[config.mk]
export PLATFORM = sky130hd
export DESIGN_NAME = arm_eim_sync
export DESIGN_NICKNAME = d
export VERILOG_FILES = /design/src/rtl/arm_eim_sync.sv
export SDC_FILE = /design/constraint.sdc
export NUM_CORES = 1
export LEC_CHECK = 0
export ABC_CLOCK_PERIOD_IN_PS = 4500
export CAP_MARGIN = 20
export CORE_ASPECT_RATIO = 0.8
export CORE_UTILIZATION = 44
export DETAILED_ROUTE_END_ITERATION = 16
export PLACE_DENSITY = 0.87
export SYNTH_ARGS = -nofsm -noshare
export SYNTH_HDL_FRONTEND = slang
export SYNTH_SLANG_ARGS = --single-unit
export TNS_END_PERCENT = 30
[constraint.sdc]
create_clock -name CLK -period 4.5 [get_ports CLK]
set_input_delay 1.35 -clock CLK [delete_from_list [all_inputs] [get_ports CLK]]
set_output_delay 1.35 -clock CLK [all_outputs]
set_load 0.1 [all_outputs]
[src/rtl/arm_eim_sync.sv]
// rtl/arm_eim_sync.sv - ARM926 CS5 bus front end: strobe sync, glitch reject, one strobe per access
module arm_eim_sync #(
  parameter int ADDR_W      = 24,
  parameter int DATA_W      = 32,
  parameter int SYNC_STAGES = 2,
  parameter int SETTLE      = 2
) (
  input  logic              CLK,
  input  logic              RST,
  input  logic [ADDR_W-1:0] ARM_A,
  input  logic [DATA_W-1:0] ARM_D_IN,
  input  logic [3:0]        ARM_BE_B,
  input  logic              CPLD_RS_B,
  input  logic              CPLD_WS_B,
  output logic [DATA_W-1:0] ARM_D_OUT,
  output logic              ARM_D_OE,
  output logic [ADDR_W-1:0] c_address,
  output logic [DATA_W-1:0] c_wdata,
  output logic [3:0]        c_be,
  output logic              c_wr,
  output logic              c_rd,
  input  logic [DATA_W-1:0] rd_data,
  output logic              bus_err
);

  localparam int CNT_W = (SETTLE > 1) ? $clog2(SETTLE) : 1;
  localparam logic [CNT_W-1:0] CNT_LAST = CNT_W'(SETTLE - 1);

  typedef enum logic [2:0] {
    ST_IDLE,
    ST_SETTLE,
    ST_ISSUE,
    ST_RD_CAP,
    ST_WAIT_REL
  } state_t;

  logic [SYNC_STAGES-1:0] rs_sync;
  logic [SYNC_STAGES-1:0] ws_sync;
  logic                   rs_s;
  logic                   ws_s;
  logic                   settle_abort;
  state_t                 state;
  logic [CNT_W-1:0]       cnt;
  logic                   dir_wr;

  // Chains reset to 0 (asserted) so an access caught by reset must be released first.
  always_ff @(posedge CLK) begin
    if (RST) begin
      rs_sync <= '0;
      ws_sync <= '0;
    end else begin
      rs_sync <= {rs_sync[SYNC_STAGES-2:0], CPLD_RS_B};
      ws_sync <= {ws_sync[SYNC_STAGES-2:0], CPLD_WS_B};
    end
  end

  assign rs_s = rs_sync[SYNC_STAGES-1];
  assign ws_s = ws_sync[SYNC_STAGES-1];

  assign settle_abort = dir_wr ? (ws_s || !rs_s) : (rs_s || !ws_s);

  always_ff @(posedge CLK) begin
    if (RST) begin
      state     <= ST_WAIT_REL;
      cnt       <= '0;
      dir_wr    <= 1'b0;
      ARM_D_OUT <= '0;
      ARM_D_OE  <= 1'b0;
      c_address <= '0;
      c_wdata   <= '0;
      c_be      <= '0;
      c_wr      <= 1'b0;
      c_rd      <= 1'b0;
      bus_err   <= 1'b0;
    end else begin
      c_wr    <= 1'b0;
      c_rd    <= 1'b0;
      bus_err <= 1'b0;
      case (state)
        ST_IDLE: begin
          if (!rs_s && !ws_s) begin
            bus_err <= 1'b1;
            state   <= ST_WAIT_REL;
          end else if (!ws_s) begin
            dir_wr <= 1'b1;
            cnt    <= '0;
            state  <= ST_SETTLE;
          end else if (!rs_s) begin
            dir_wr <= 1'b0;
            cnt    <= '0;
            state  <= ST_SETTLE;
          end
        end
        ST_SETTLE: begin
          if (settle_abort) begin
            state <= ST_IDLE;
          end else if (cnt == CNT_LAST) begin
            // Strobe is raised on the capture edge so it is high for the ISSUE cycle.
            c_address <= ARM_A;
            c_be      <= ~ARM_BE_B;
            if (dir_wr) begin
              c_wdata <= ARM_D_IN;
            end
            c_wr  <= dir_wr;
            c_rd  <= !dir_wr;
            state <= ST_ISSUE;
          end else begin
            cnt <= cnt + 1'b1;
          end
        end
        ST_ISSUE: begin
          state <= dir_wr ? ST_WAIT_REL : ST_RD_CAP;
        end
        ST_RD_CAP: begin
          ARM_D_OUT <= rd_data;
          ARM_D_OE  <= 1'b1;
          state     <= ST_WAIT_REL;
        end
        ST_WAIT_REL: begin
          if (rs_s && ws_s) begin
            ARM_D_OE <= 1'b0;
            state    <= ST_IDLE;
          end
        end
        default: begin
          state <= ST_WAIT_REL;
        end
      endcase
    end
  end

endmodule

After elaboration in Yosys (flattened, before gate mapping)
Cells that the tools add are included. Widths: inputs -> output; s select.

Add/subtract/negate cells: 1. Equality and inequality tests: 11. Muxes and demuxes: 19. Bitwise operators: 6. Reductions and logical operators: 18.

Operator list (count): $mux 3 (7); $pmux 3 s4 (1); $mux 1 (9); $reduce_and 3->1 (3); $ne 2x2->1 const B (4); $reduce_and 4->1 (2); $eq 3x2->1 const B (2); $ne 3x3->1 const B (2); $not 1->1 (5); $ne 4x4->1 const B (1); $not 4->4 (1); $pmux 1 s2 (2); $reduce_bool 2->1 (2); $reduce_or 4->1 (1); $eq 3x1->1 const B (1); $eq 3x3->1 const B (1); $logic_not 1->1 (3); $logic_not 3->1 (1); $logic_and 1x1->1 (2); $logic_or 1x1->1 (2); $reduce_and 2->1 (1); $reduce_or 2->1 (1); $add 1x1->1 const B (1).

Flip-flop bits (word level): 105. Input port bits: 96.

Longest topological paths before layout
Depth in word-level cells: 5. Gate-level depth with buffers: 7. Gate-level depth less buffers: 5.

Worst setup path before layout
No wires, ideal clock.

Kind: input-to-reg. Start: input RST. End: register ARM_D_OUT[21]. Library setup time: 0.132 ns. Arrival time: 2.315 ns. Data required time: 4.368 ns. Setup slack: 2.053 ns. Stages on the path: 5. Buffers on the path: 4. Cells stage by stage: clkbuf_1 buf_2 clkbuf_1 buf_1 a21oi_1.

RTL lines: start, declared (RTL line 9) `input logic RST,`; end signal, assigned (RTL line 115) `ARM_D_OUT <= rd_data;`; end, declared (RTL line 15) `output logic [DATA_W-1:0] ARM_D_OUT,`.

No word-level cell between the ends.

Worst setup path in the final report
Start: register ARM_D_OE. End: output ARM_D_OE.

RTL lines: start, declared (RTL line 16) `output logic ARM_D_OE,`; start signal, assigned (RTL line 68) `ARM_D_OE <= 1'b0;`; start signal, assigned (RTL line 116) `ARM_D_OE <= 1'b1;`; start signal, assigned (RTL line 121) `ARM_D_OE <= 1'b0;`.

No word-level cell between the ends.

==> flow_summary_export.csv <==
group,metric,value,unit
placement,port_buffers,191,
cells_and_area,insertedDiodeCount,0,
timing,setup-tns-final,0,ns
critical_path,path_cells,"clkdlybuf4s50_1",
critical_path,start_kind,"register",
die,die_y,88.8,um
logic_synthesis,synth_cells,472,
timing,hold_viol,0,
clock_network,post_cts_buffers,0,
clock_network,cts_root_buf,"clkbuf_16",
logic_synthesis,synth-edff-count,0,
grt,antenna_found_initial,0,
cells_and_area,fin_util,0.701,
timing,rsz0062_at_grt,"no",
die,die_w,110,um
timing,fin_worst_skew,0.00433,ns
clock_network,cts_tree,"built",
die,rows,31,
timing,report.final.slew_viol_count,0,
critical_path,crit_family,"buffers and inverters",
pwr,cellPowerDensity,276,nW/um2
clock_network,cts.clk_slew.worst_paths,0.07,ns
die,die_area,9810,um2
logic_synthesis,ys_types,35,
clock_network,clock-sinks,105,
timing,finalWorstPathRequiredPeriod,3.23,ns
logic_synthesis,synth_ff_type,"dfxtp_1",
logic_synthesis,netlist_area,4140,um2
critical_path,reg2reg_depth,4,
grt,grt_max_degree,91,
cells_and_area,syn_to_final_growth,54.2,%
timing,setup_viol,0,
outcome,status,"completed",
critical_path,path_buf_inv,1,
clock_network,cts_buffers,9,
cells_and_area,num-nets-final,740,
cells_and_area,n_fill_cell,738,
die,core_area,9110,um2
cells_and_area,final_area,6390,um2
critical_path,cp_num_cells,1,
critical_path,crit_path_end_kind,"output port",
logic_synthesis,avgSynthCellArea,8.78,um2
grt,grt.total_usage,0.224,
critical_path,critical-path-max-stage-delay,1.17,ns
placement,gp_congestion,0.765,
pwr,leakage,2.17,nW
clock_network,clock_path_buffers,2,
drt,wl,11300,um
hold_path,holdCritPathClass,"register to register",
drt,drtPass1Iterations,5,
logic_synthesis,synth_fp_nets,572,
grt,grt_pass1_vias,3617,
clock_network,clk_latency,0.34,ns
cells_and_area,drive_gt1_frac,0.0404,
pwr,peakVddDrop,0.214,mV
drt,route.detailed.drc,0,
placement,place_area,6070,um2
logic_synthesis,yosysSeqAreaShare,0.507,
run,cap_violations,0,
clock_network,postCtsHoldBufs,0,
logic_synthesis,ys_warn_count,0,
drt,via_per_inst,5.07,
drt,drtIter0Drc,279,
logic_synthesis,synth-async-reset-ratio,0,
drt,wl_per_cell,14.9,um
placement,pre_cts_ws,1.63,ns
clock_network,cts_resized,0,
placement,hpwl,7960,um
hold_path,hold_depth,1,
timing,timing.fmax,310,MHz
critical_path,critPathMaxFanout,3,
timing,worstMarginPinSlew,1.01,ns
die,start_util,0.454,
logic_synthesis,synth-seq-cells,105,
grt,overflow,0,
die,ioPinCount,192,
critical_path,worstPathArrival,1.88,ns
timing,slew_headroom,0.327,
critical_path,cp.required,3.15,ns
drt,vias,3846,
timing,setup_slack,1.27,ns
grt,grt_pass1_wl,17600,um
critical_path,slowest_stage,"clkdlybuf4s50_1",
critical_path,crit_type,"register to output port",
timing,fin_crit_sh,0.717,
clock_network,cts_max_level,3,
drt,ant_nets,0,
==> sequential cells by signal (all words and copies together) (netlist names) <==
signal     count
c_wdata       32
ARM_D_OUT     32
ARM_D_OE       1
dir_wr         1
state          3
cnt            1
c_address     24
c_wr           1
rs_sync        2
c_rd           1
c_be           4
bus_err        1
ws_sync        2
==> where the power goes <==
group	internal (W)	switching, W	total, W	leakage, nW
sequential	0.000931	0.00000151	0.000932	0.846
clock	0.000386	0.000322	0.000707	0.128
combinational	0.0000856	0.0000359	0.000121	1.19
==> per-layer routing <==
metal,GRT usage,wire (um),vias to the layer above
met5,0,0,-
met4,0.0836,164,0
met3,0.0726,719,16
met2,0.391,5560,121
met1,0.261,4880,1797
li1,-,-,1912
==> layout by cell type (no fill, tap or decap), types with 2 or more instances in the layout <==
cell type        count
a21oi_1             67
nor2_1               7
mux2_1               5
nor3_1               2
buf_4                6
and3_1               2
nand3_1             33
clkdlybuf4s50_1    190
clkinv_2             2
clkbuf_16           10
o21ai_1             21
or3b_1               2
mux2i_1             25
dfxtp_1            105
nand2b_1            50
nor2b_1              9
ha_1                 4
a211oi_1             2
and3b_1              2
clkbuf_1             2
buf_8                3
o21ai_0             12
nand2_1             64
inv_1                5
==> cells in the mapped netlist, drive strengths merged (2+ instances only) <==
master / instances / area, um2
a21oi: 67 / 335
mux2: 5 / 56.3
nand2b: 50 / 313
nor3: 3 / 26.3
clkbuf: 36 / 135
and3: 2 / 12.5
nor2b: 9 / 56.3
and3b: 2 / 17.5
inv: 5 / 18.8
or3b: 2 / 17.5
nand3: 33 / 165
dfxtp: 105 / 2100
a211oi: 2 / 15.0
o21ai: 33 / 165
nand2: 64 / 240
nor2: 7 / 26.3
mux2i: 25 / 250
ha: 4 / 50.1
buf: 7 / 48.8
==> cells by family (layout without fill, tap and decap cells) <==
logic type,after synthesis,in the layout,synth area share
AO/OA/AOI/OAI,109,109,0.139
buffers and inverters,48,220,0.0489
multiplexers,30,30,0.0740
flip-flops,105,105,0.507
AND/OR/NAND/NOR,176,176,0.219
adder cells (fa/ha/maj),4,4,0.0121
==> worst paths after layout <==
kind | from | to | slack, ns
hold reg to reg | rs_sync[0] | rs_sync[1] | 0.44
setup / recovery | ARM_D_OE | ARM_D_OE | 1.27
hold / removal | rs_sync[0] | rs_sync[1] | 0.44
setup reg to reg | state[0] | c_be[0] | 2.17
==> through the flow <==
step | cells | total power, W | hold WS, ns
6_report | 759 | 0.00176 | 0.438
3_3_place_gp | 740 | 0.00107 | 0.417
5_1_grt | 759 | 0.00182 | 0.460
2_1_floorplan | 472 | 0.000986 | 0.414
4_1_cts | 756 | 0.00178 | 0.440
3_5_place_dp | 741 | 0.00107 | 0.427
==> final cells by class <==
type	count	area, um2	share of cell area
flip-flops and latches	105	2100	0.329
clock inverters	3	17.5	0.00274
well taps	115	144	0.0225
clock buffers	12	246	0.0386
inverters	5	18.8	0.00294
repair buffers	200	2020	0.316
multi-input cells	319	1840	0.289
Power figures use the tool's default switching activity.
